==> config.mk <==
export PLATFORM = sky130hd
export DESIGN_NAME = pipe_stage_skid
export DESIGN_NICKNAME = d
export VERILOG_FILES = /design/src/rtl/pipe_stage_skid.sv
export SDC_FILE = /design/constraint.sdc
export NUM_CORES = 1
export LEC_CHECK = 0
export ABC_AREA = 1
export CAP_MARGIN = 20
export CORE_AREA = 8 8 126 186
export DETAILED_ROUTE_END_ITERATION = 8
export DIE_AREA = 0 0 134 194
export PLACE_DENSITY = 0.9
export SYNTH_ARGS = -nofsm -noshare
export SYNTH_HDL_FRONTEND = slang
export SYNTH_SLANG_ARGS = --single-unit
==> constraint.sdc <==
create_clock -name clk -period 4.55 [get_ports clk]
set_clock_uncertainty 0.2 [all_clocks]
set_input_delay 1.365 -clock clk [delete_from_list [all_inputs] [get_ports clk]]
set_output_delay 1.365 -clock clk [all_outputs]
set_load 0.02 [all_outputs]
==> src/rtl/pipe_stage_skid.sv <==
// Two-entry pipeline register with a skid slot so in_ready is registered and never
// combinationally depends on out_ready. Flush discards held entries and counts lossy flushes.
module pipe_stage_skid #(
  parameter int unsigned          DATA_W      = 96,
  parameter int unsigned          CTRL_W      = 16,
  parameter logic [CTRL_W-1:0]    CTRL_BUBBLE = {CTRL_W{1'b0}},
  parameter logic [DATA_W-1:0]    DATA_BUBBLE = DATA_W'(32'h0000_0033)
) (
  input  logic              clk,
  input  logic              reset,
  input  logic              flush,
  input  logic              in_valid,
  output logic              in_ready,
  input  logic [CTRL_W-1:0] in_ctrl,
  input  logic [DATA_W-1:0] in_data,
  output logic              out_valid,
  input  logic              out_ready,
  output logic [CTRL_W-1:0] out_ctrl,
  output logic [DATA_W-1:0] out_data,
  output logic [1:0]        occupancy,
  output logic [7:0]        drop_cnt
);

  typedef enum logic [1:0] {EMPTY = 2'd0, ONE = 2'd1, FULL = 2'd2} state_t;

  state_t            state_r, nextState_s;
  logic [CTRL_W-1:0] outCtrl_r, outCtrl_s, skidCtrl_r, skidCtrl_s;
  logic [DATA_W-1:0] outData_r, outData_s, skidData_r, skidData_s;
  logic              inReady_r, inReady_s, outValid_r, outValid_s;
  logic [1:0]        occupancy_r, occupancy_s;
  logic [7:0]        dropCnt_r, dropCnt_s;
  logic              inFire_s, outFire_s;

  assign inFire_s  = in_valid & inReady_r;
  assign outFire_s = outValid_r & out_ready;

  // Next-state, next-entry and next-output computation
  always_comb begin
    nextState_s = state_r;
    outCtrl_s   = outCtrl_r;
    outData_s   = outData_r;
    skidCtrl_s  = skidCtrl_r;
    skidData_s  = skidData_r;
    dropCnt_s   = dropCnt_r;

    if (flush) begin
      nextState_s = EMPTY;
      outCtrl_s   = CTRL_BUBBLE;
      outData_s   = DATA_BUBBLE;
      skidCtrl_s  = {CTRL_W{1'b0}};
      skidData_s  = {DATA_W{1'b0}};
      if ((state_r != EMPTY) && (dropCnt_r != 8'd255)) dropCnt_s = dropCnt_r + 8'd1;
      else dropCnt_s = dropCnt_r;
    end else begin
      case (state_r)
        EMPTY: begin
          if (inFire_s) begin
            outCtrl_s   = in_ctrl;
            outData_s   = in_data;
            nextState_s = ONE;
          end else nextState_s = EMPTY;
        end
        ONE: begin
          if (inFire_s && outFire_s) begin
            outCtrl_s = in_ctrl;
            outData_s = in_data;
          end else if (inFire_s) begin
            skidCtrl_s  = in_ctrl;
            skidData_s  = in_data;
            nextState_s = FULL;
          end else if (outFire_s) begin
            // Payload data lingers after delivery; only control is bubbled.
            outCtrl_s   = CTRL_BUBBLE;
            nextState_s = EMPTY;
          end else nextState_s = ONE;
        end
        FULL: begin
          if (outFire_s) begin
            outCtrl_s   = skidCtrl_r;
            outData_s   = skidData_r;
            nextState_s = ONE;
          end else nextState_s = FULL;
        end
        default: begin
          nextState_s = EMPTY;
          outCtrl_s   = CTRL_BUBBLE;
          outData_s   = DATA_BUBBLE;
        end
      endcase
    end

    outValid_s = (nextState_s != EMPTY);
    inReady_s  = (nextState_s != FULL);
    case (nextState_s)
      EMPTY:   occupancy_s = 2'd0;
      ONE:     occupancy_s = 2'd1;
      FULL:    occupancy_s = 2'd2;
      default: occupancy_s = 2'd0;
    endcase
  end

  // State and registered-output update
  always_ff @(posedge clk or negedge reset) begin
    if (!reset) begin
      state_r     <= EMPTY;
      outCtrl_r   <= CTRL_BUBBLE;
      outData_r   <= DATA_BUBBLE;
      skidCtrl_r  <= {CTRL_W{1'b0}};
      skidData_r  <= {DATA_W{1'b0}};
      inReady_r   <= 1'b1;
      outValid_r  <= 1'b0;
      occupancy_r <= 2'd0;
      dropCnt_r   <= 8'd0;
    end else begin
      state_r     <= nextState_s;
      outCtrl_r   <= outCtrl_s;
      outData_r   <= outData_s;
      skidCtrl_r  <= skidCtrl_s;
      skidData_r  <= skidData_s;
      inReady_r   <= inReady_s;
      outValid_r  <= outValid_s;
      occupancy_r <= occupancy_s;
      dropCnt_r   <= dropCnt_s;
    end
  end

  assign in_ready  = inReady_r;
  assign out_valid = outValid_r;
  assign out_ctrl  = outCtrl_r;
  assign out_data  = outData_r;
  assign occupancy = occupancy_r;
  assign drop_cnt  = dropCnt_r;

endmodule

; Word-level counts from Yosys, hierarchy flattened
; Index checks and enable logic that the tools add are counted.
[word_totals]
ff_bits = 238
inputBits = 117
[op_classes]
n_addsub = 1
reduce_logical = 11
n_bitwise = 2
n_eq_ne = 12
n_mux = 26
[op_table]
columns = operator, n
row1 = 96-bit two-way mux, 7
row2 = 96-bit one-hot mux with 3 select lines, 1
row3 = 16-bit two-way mux, 9
row4 = 16-bit one-hot mux with 3 select lines, 1
row5 = 3-bit inequality test (second input constant), 3
row6 = 8-bit by 1-bit adder with 8-bit output (second input constant), 1
row7 = 2-bit two-way mux, 4
row8 = 4-bit inequality test (second input constant), 2
row9 = 8-bit inequality test (second input constant), 1
row10 = 2-bit nonzero test, 4
row11 = 2-bit one-hot mux with 3 select lines, 1
row12 = 3-bit AND reduction, 2
row13 = 2-bit by 1-bit equality test with 1-bit output (second input constant), 2
row14 = 2-bit equality test (second input constant), 2
row15 = 2-bit inequality test (second input constant), 2
row16 = 2-bit one-hot mux with 2 select lines, 1
row17 = 4-bit AND reduction, 1
row18 = 1-bit AND, 2
row19 = 1-bit logical AND, 2
row20 = 2-bit logical NOT, 1
row21 = 1-bit two-way mux, 2
row22 = 2-bit AND reduction, 1

; Longest topological paths before layout
[depth]
depth_word = 8
ltp_mapped = 10
depth_no_buf = 8

; Worst setup path before layout
; OpenSTA, ideal clock, no wires.
[synth_timing]
path_kind = in2reg
start = input flush
end = register outData_r[59] (netlist: out_data[59])
setup_time_ns = 0.118
arrival_time_ns = 2.432
setup_slack_ns = 1.800
path_buffers = 4
cell_stages = 9
path_cell_list = buf_2 > inv_1 > nand3_2 > and2_1 > buf_2 > buf_4 > buf_4 > nand3_1 > nand2_1
[synth_between]
elab_chain_len = 2
word_cells_on_any_way = 5
cone_classes = 3 x eq/ne / 1 x mux / 1 x reduce/logical
[synth_rtl]
columns = item, line_no
row1 = "start, declared", 11  ; input logic flush,
row2 = 3-bit inequality test (no source line), n/a
row3 = 3-bit AND reduction (no source line), n/a
row4 = "end signal, assigned", 117  ; outData_r <= outData_s;
row5 = "end, declared", 28  ; logic [DATA_W-1:0] outData_r, outData_s, skidData_r, skidData_s;
; Several ways; a longest one is shown, not always the timed one.
; A chain may end at the register's enable or synchronous reset.

; Worst setup path in the final report
[layout_timing]
start = input flush
end = register outData_r[43] (netlist: out_data[43])
; Same word-level chain as after synthesis.

==> flow_summary.ini <==
[pwr]
intPower_mw = 4.09
seqPwrFrac = 0.424
switching_share = 0.308
ir_drop_v = 0.000301
p_leak_nw = 6.99
p_sw_mw = 1.82
power_density_nw_per_um2 = 410
power.share.combinational = 0.241
p_clk_frac = 0.335

[clocking]
cts_tree = built
clock_sinks = 238
clk_pin_slew_worst_paths_ns = 0.06
cts-root-buf = clkbuf_16
postCtsSetupBuffers = 0
ctsHoldBuffers = 0
cts_buffers = 23
htreeDepth = 1
clock_latency_ns = 0.50
cts.repair.resized = 0
clockBufferDepth = 3

[global_route]
grt_util_met1 = 0.289
grt_use_total = 0.254
grt_max_degree = 162
grt_pass1_vias = 10800
grt-busiest-layer = met2
use_met3 = 0.0467
gr-usage-met2 = 0.437
grt_overflow_total = 0
grt_antenna_before_repair = 2
grt_pass1_wl_mm = 54.8

[logic_synthesis]
yosys_register_bits = 238
ys_seq_area_frac = 0.532
synth_top_area_frac = 0.520
synth_nets = 1482
synth_most_common_cell = nand3_1
yosys_most_used_dff = dfrtp_1
syn_avg_cell_area_um2 = 8.22
synthCells = 1364
syn-cell-area_um2 = 11200
synth_edf_count = 0
synthArstFlopShare = 1.00
synth_warnings = 0
synth_area_leaders = dfrtp_1, nand3_1, nand2_1, o21ai_0, inv_1
synthTopCellsByCount = nand3_1, nand2_1, dfrtp_1, o21ai_0, inv_1
synth_top_cell_by_area = dfrtp_1
ys_types = 28

[setup_path]
start_kind = input port
path_max_fanout = 51
cp.arrival_ns = 3.62
cpPeakStageDelay_ns = 0.52
r2r-start = state_r[1]
crit_type = input port to flop
endpoint_kind = flop
crit_start = flush
cp.required_ns = 4.78
crit_slowest_cell = clkdlybuf4s50_1
crit_family = buffers and inverters
crit_chain = clkdlybuf4s50_1 > inv_6 > nand2_2 > buf_4 > o21ai_0 > nand3_1 > nand2_1
crit_buf_inv = 3

[die]
initial_core_util = 0.540
dieArea_um2 = 26000
fp.dieW_um = 134
core.rowCount = 65
core_area_um2 = 20700
die_y_um = 194
ios = 241

[drt]
routedWlPerCell_um = 18.4
drt_iter0_drc = 1099
drc = 0
drt-vias-per-instance = 5.80
wl_mm = 33.6
via_count = 10600
postRouteAntennaNets = 0
drtPass1Iterations = 6

[timing]
period_needed_ns = 3.38
max-slew-margin-rel = 0.504
rsz0062_at_grt = false
finalMaxSlewViolations = 0
setup_viol = 0
finalSetupTns_ns = 0
fmax_ghz = 0.295
hold_viol = 0
worst_slew_pin_slew_ns = 0.744
fin_ws_ns = 1.17
min_period_over_period = 0.744

[placed_design]
gp_congestion = 0.846
io_buffers = 240
post-place-ws_ns = 0.735
post-dp-hpwl_mm = 21.3

[layout]
final_layout_size_suffix_gt1_frac = 0.0553
area_delta_synth_final_pct = 28.7
fillers = 1553
final_nets = 1658

[status]
status = completed

[run]
drv_cap = 0

[min_path]
holdCritStartpoint = out_data[1]
min_path_type = flop to flop
[worst reg2reg max path, cell delays in order, from the launching register on]
cell     delay (ns)
dfrtp_1        0.55
nor2_4         0.48
nand3_2        0.16
and2_4         0.22
nand2_4        0.36
buf_12         0.36
nand2_1        0.13
nand2_1        0.10
[area by class of cell]
| type | count | area (um^2) | area share |
|---|---|---|---|
| flip-flops and latches | 238 | 5960 | 0.414 |
| multi-input cells | 908 | 4320 | 0.300 |
| repair buffers | 261 | 2620 | 0.181 |
| clock buffers | 34 | 657 | 0.0456 |
| inverters | 108 | 412 | 0.0286 |
| well taps | 268 | 335 | 0.0233 |
| clock inverters | 6 | 111 | 0.00772 |
| diodes | 2 | 5.00 | 0.000347 |
[through the flow]
step / hold slack [ns] / instances / total power [mW] / utilization / cell area [um^2]
after floorplan: 0.269 / 1364 / 3.26 / - / 11200
after global placement: 0.258 / 1782 / 3.92 / 0.657 / 13600
after detailed placement: 0.260 / 1782 / 3.95 / 0.657 / 13600
after CTS: 0.276 / 1822 / 5.93 / 0.695 / 14400
after global routing: 0.295 / 1825 / 6.15 / 0.695 / 14400
final: 0.278 / 1825 / 5.90 / 0.695 / 14400
[power groups by stage]
stage	Sequential (mW)	Combinational, mW	Clock (mW)
after floorplan	2.73	0.537	0
after global placement	2.53	1.38	0
after detailed placement	2.53	1.41	0
after CTS	2.50	1.43	2.00
after global routing	2.53	1.54	2.08
final	2.50	1.42	1.98
[logic make-up after synthesis]
| family | synth area share |
|---|---|
| xor+xnor | 0.00469 |
| fa+ha+maj | 0.00112 |
| simple gates | 0.283 |
| compound gates | 0.0942 |
| buf+inv | 0.0845 |
| flops | 0.532 |
[sequential cells by signal, summed over array words and instances, names as in the netlist]
name,flops
drop_cnt,8
in_ready,1
occupancy,2
out_ctrl,16
out_data,96
out_valid,1
skidCtrl_r,16
skidData_r,96
state_r,2
[cell usage in the layout, fill, tap and decap left out, types with 2 or more instances in the layout]
cell / synthesis / final
dfstp_2: 5 / 5
nand3_1: 352 / 352
inv_1: 105 / 104
inv_2: 3 / 2
nand2_4: 1 / 2
o22ai_1: 8 / 8
xor2_1: 2 / 2
diode_2: 0 / 2
buf_4: 6 / 17
o21ai_0: 154 / 154
bufinv_16: 0 / 3
clkinv_2: 0 / 3
nor2_1: 6 / 6
dfrtp_1: 233 / 233
a21oi_1: 2 / 2
clkbuf_8: 0 / 4
nand2_1: 327 / 324
nor2_4: 2 / 2
nor2_2: 2 / 2
o31ai_1: 30 / 30
nand4_1: 2 / 2
nand2_2: 10 / 12
nand3_2: 3 / 2
clkdlybuf4s50_1: 0 / 239
clkbuf_1: 46 / 7
clkbuf_16: 0 / 23
buf_12: 1 / 4
xnor2_1: 4 / 4
[layer usage]
layer	routed length, um	vias up
met3	2480	116
met5	0	-
met2	17200	555
met4	1750	0
met1	12200	5047
li1	-	4865
[worst paths after layout]
path,endpoint,slack (ns),cells after the start
worst max-delay path,out_data[43],1.17,7
worst min-delay path,out_data[1],0.28,2
worst max register to register,out_data[26],1.93,7
worst min register to register,out_data[1],0.28,2
max in group asynchronous,out_data[43],2.55,2
min in group asynchronous,out_data[85],0.62,1
Power figures use the tool's default switching activity.
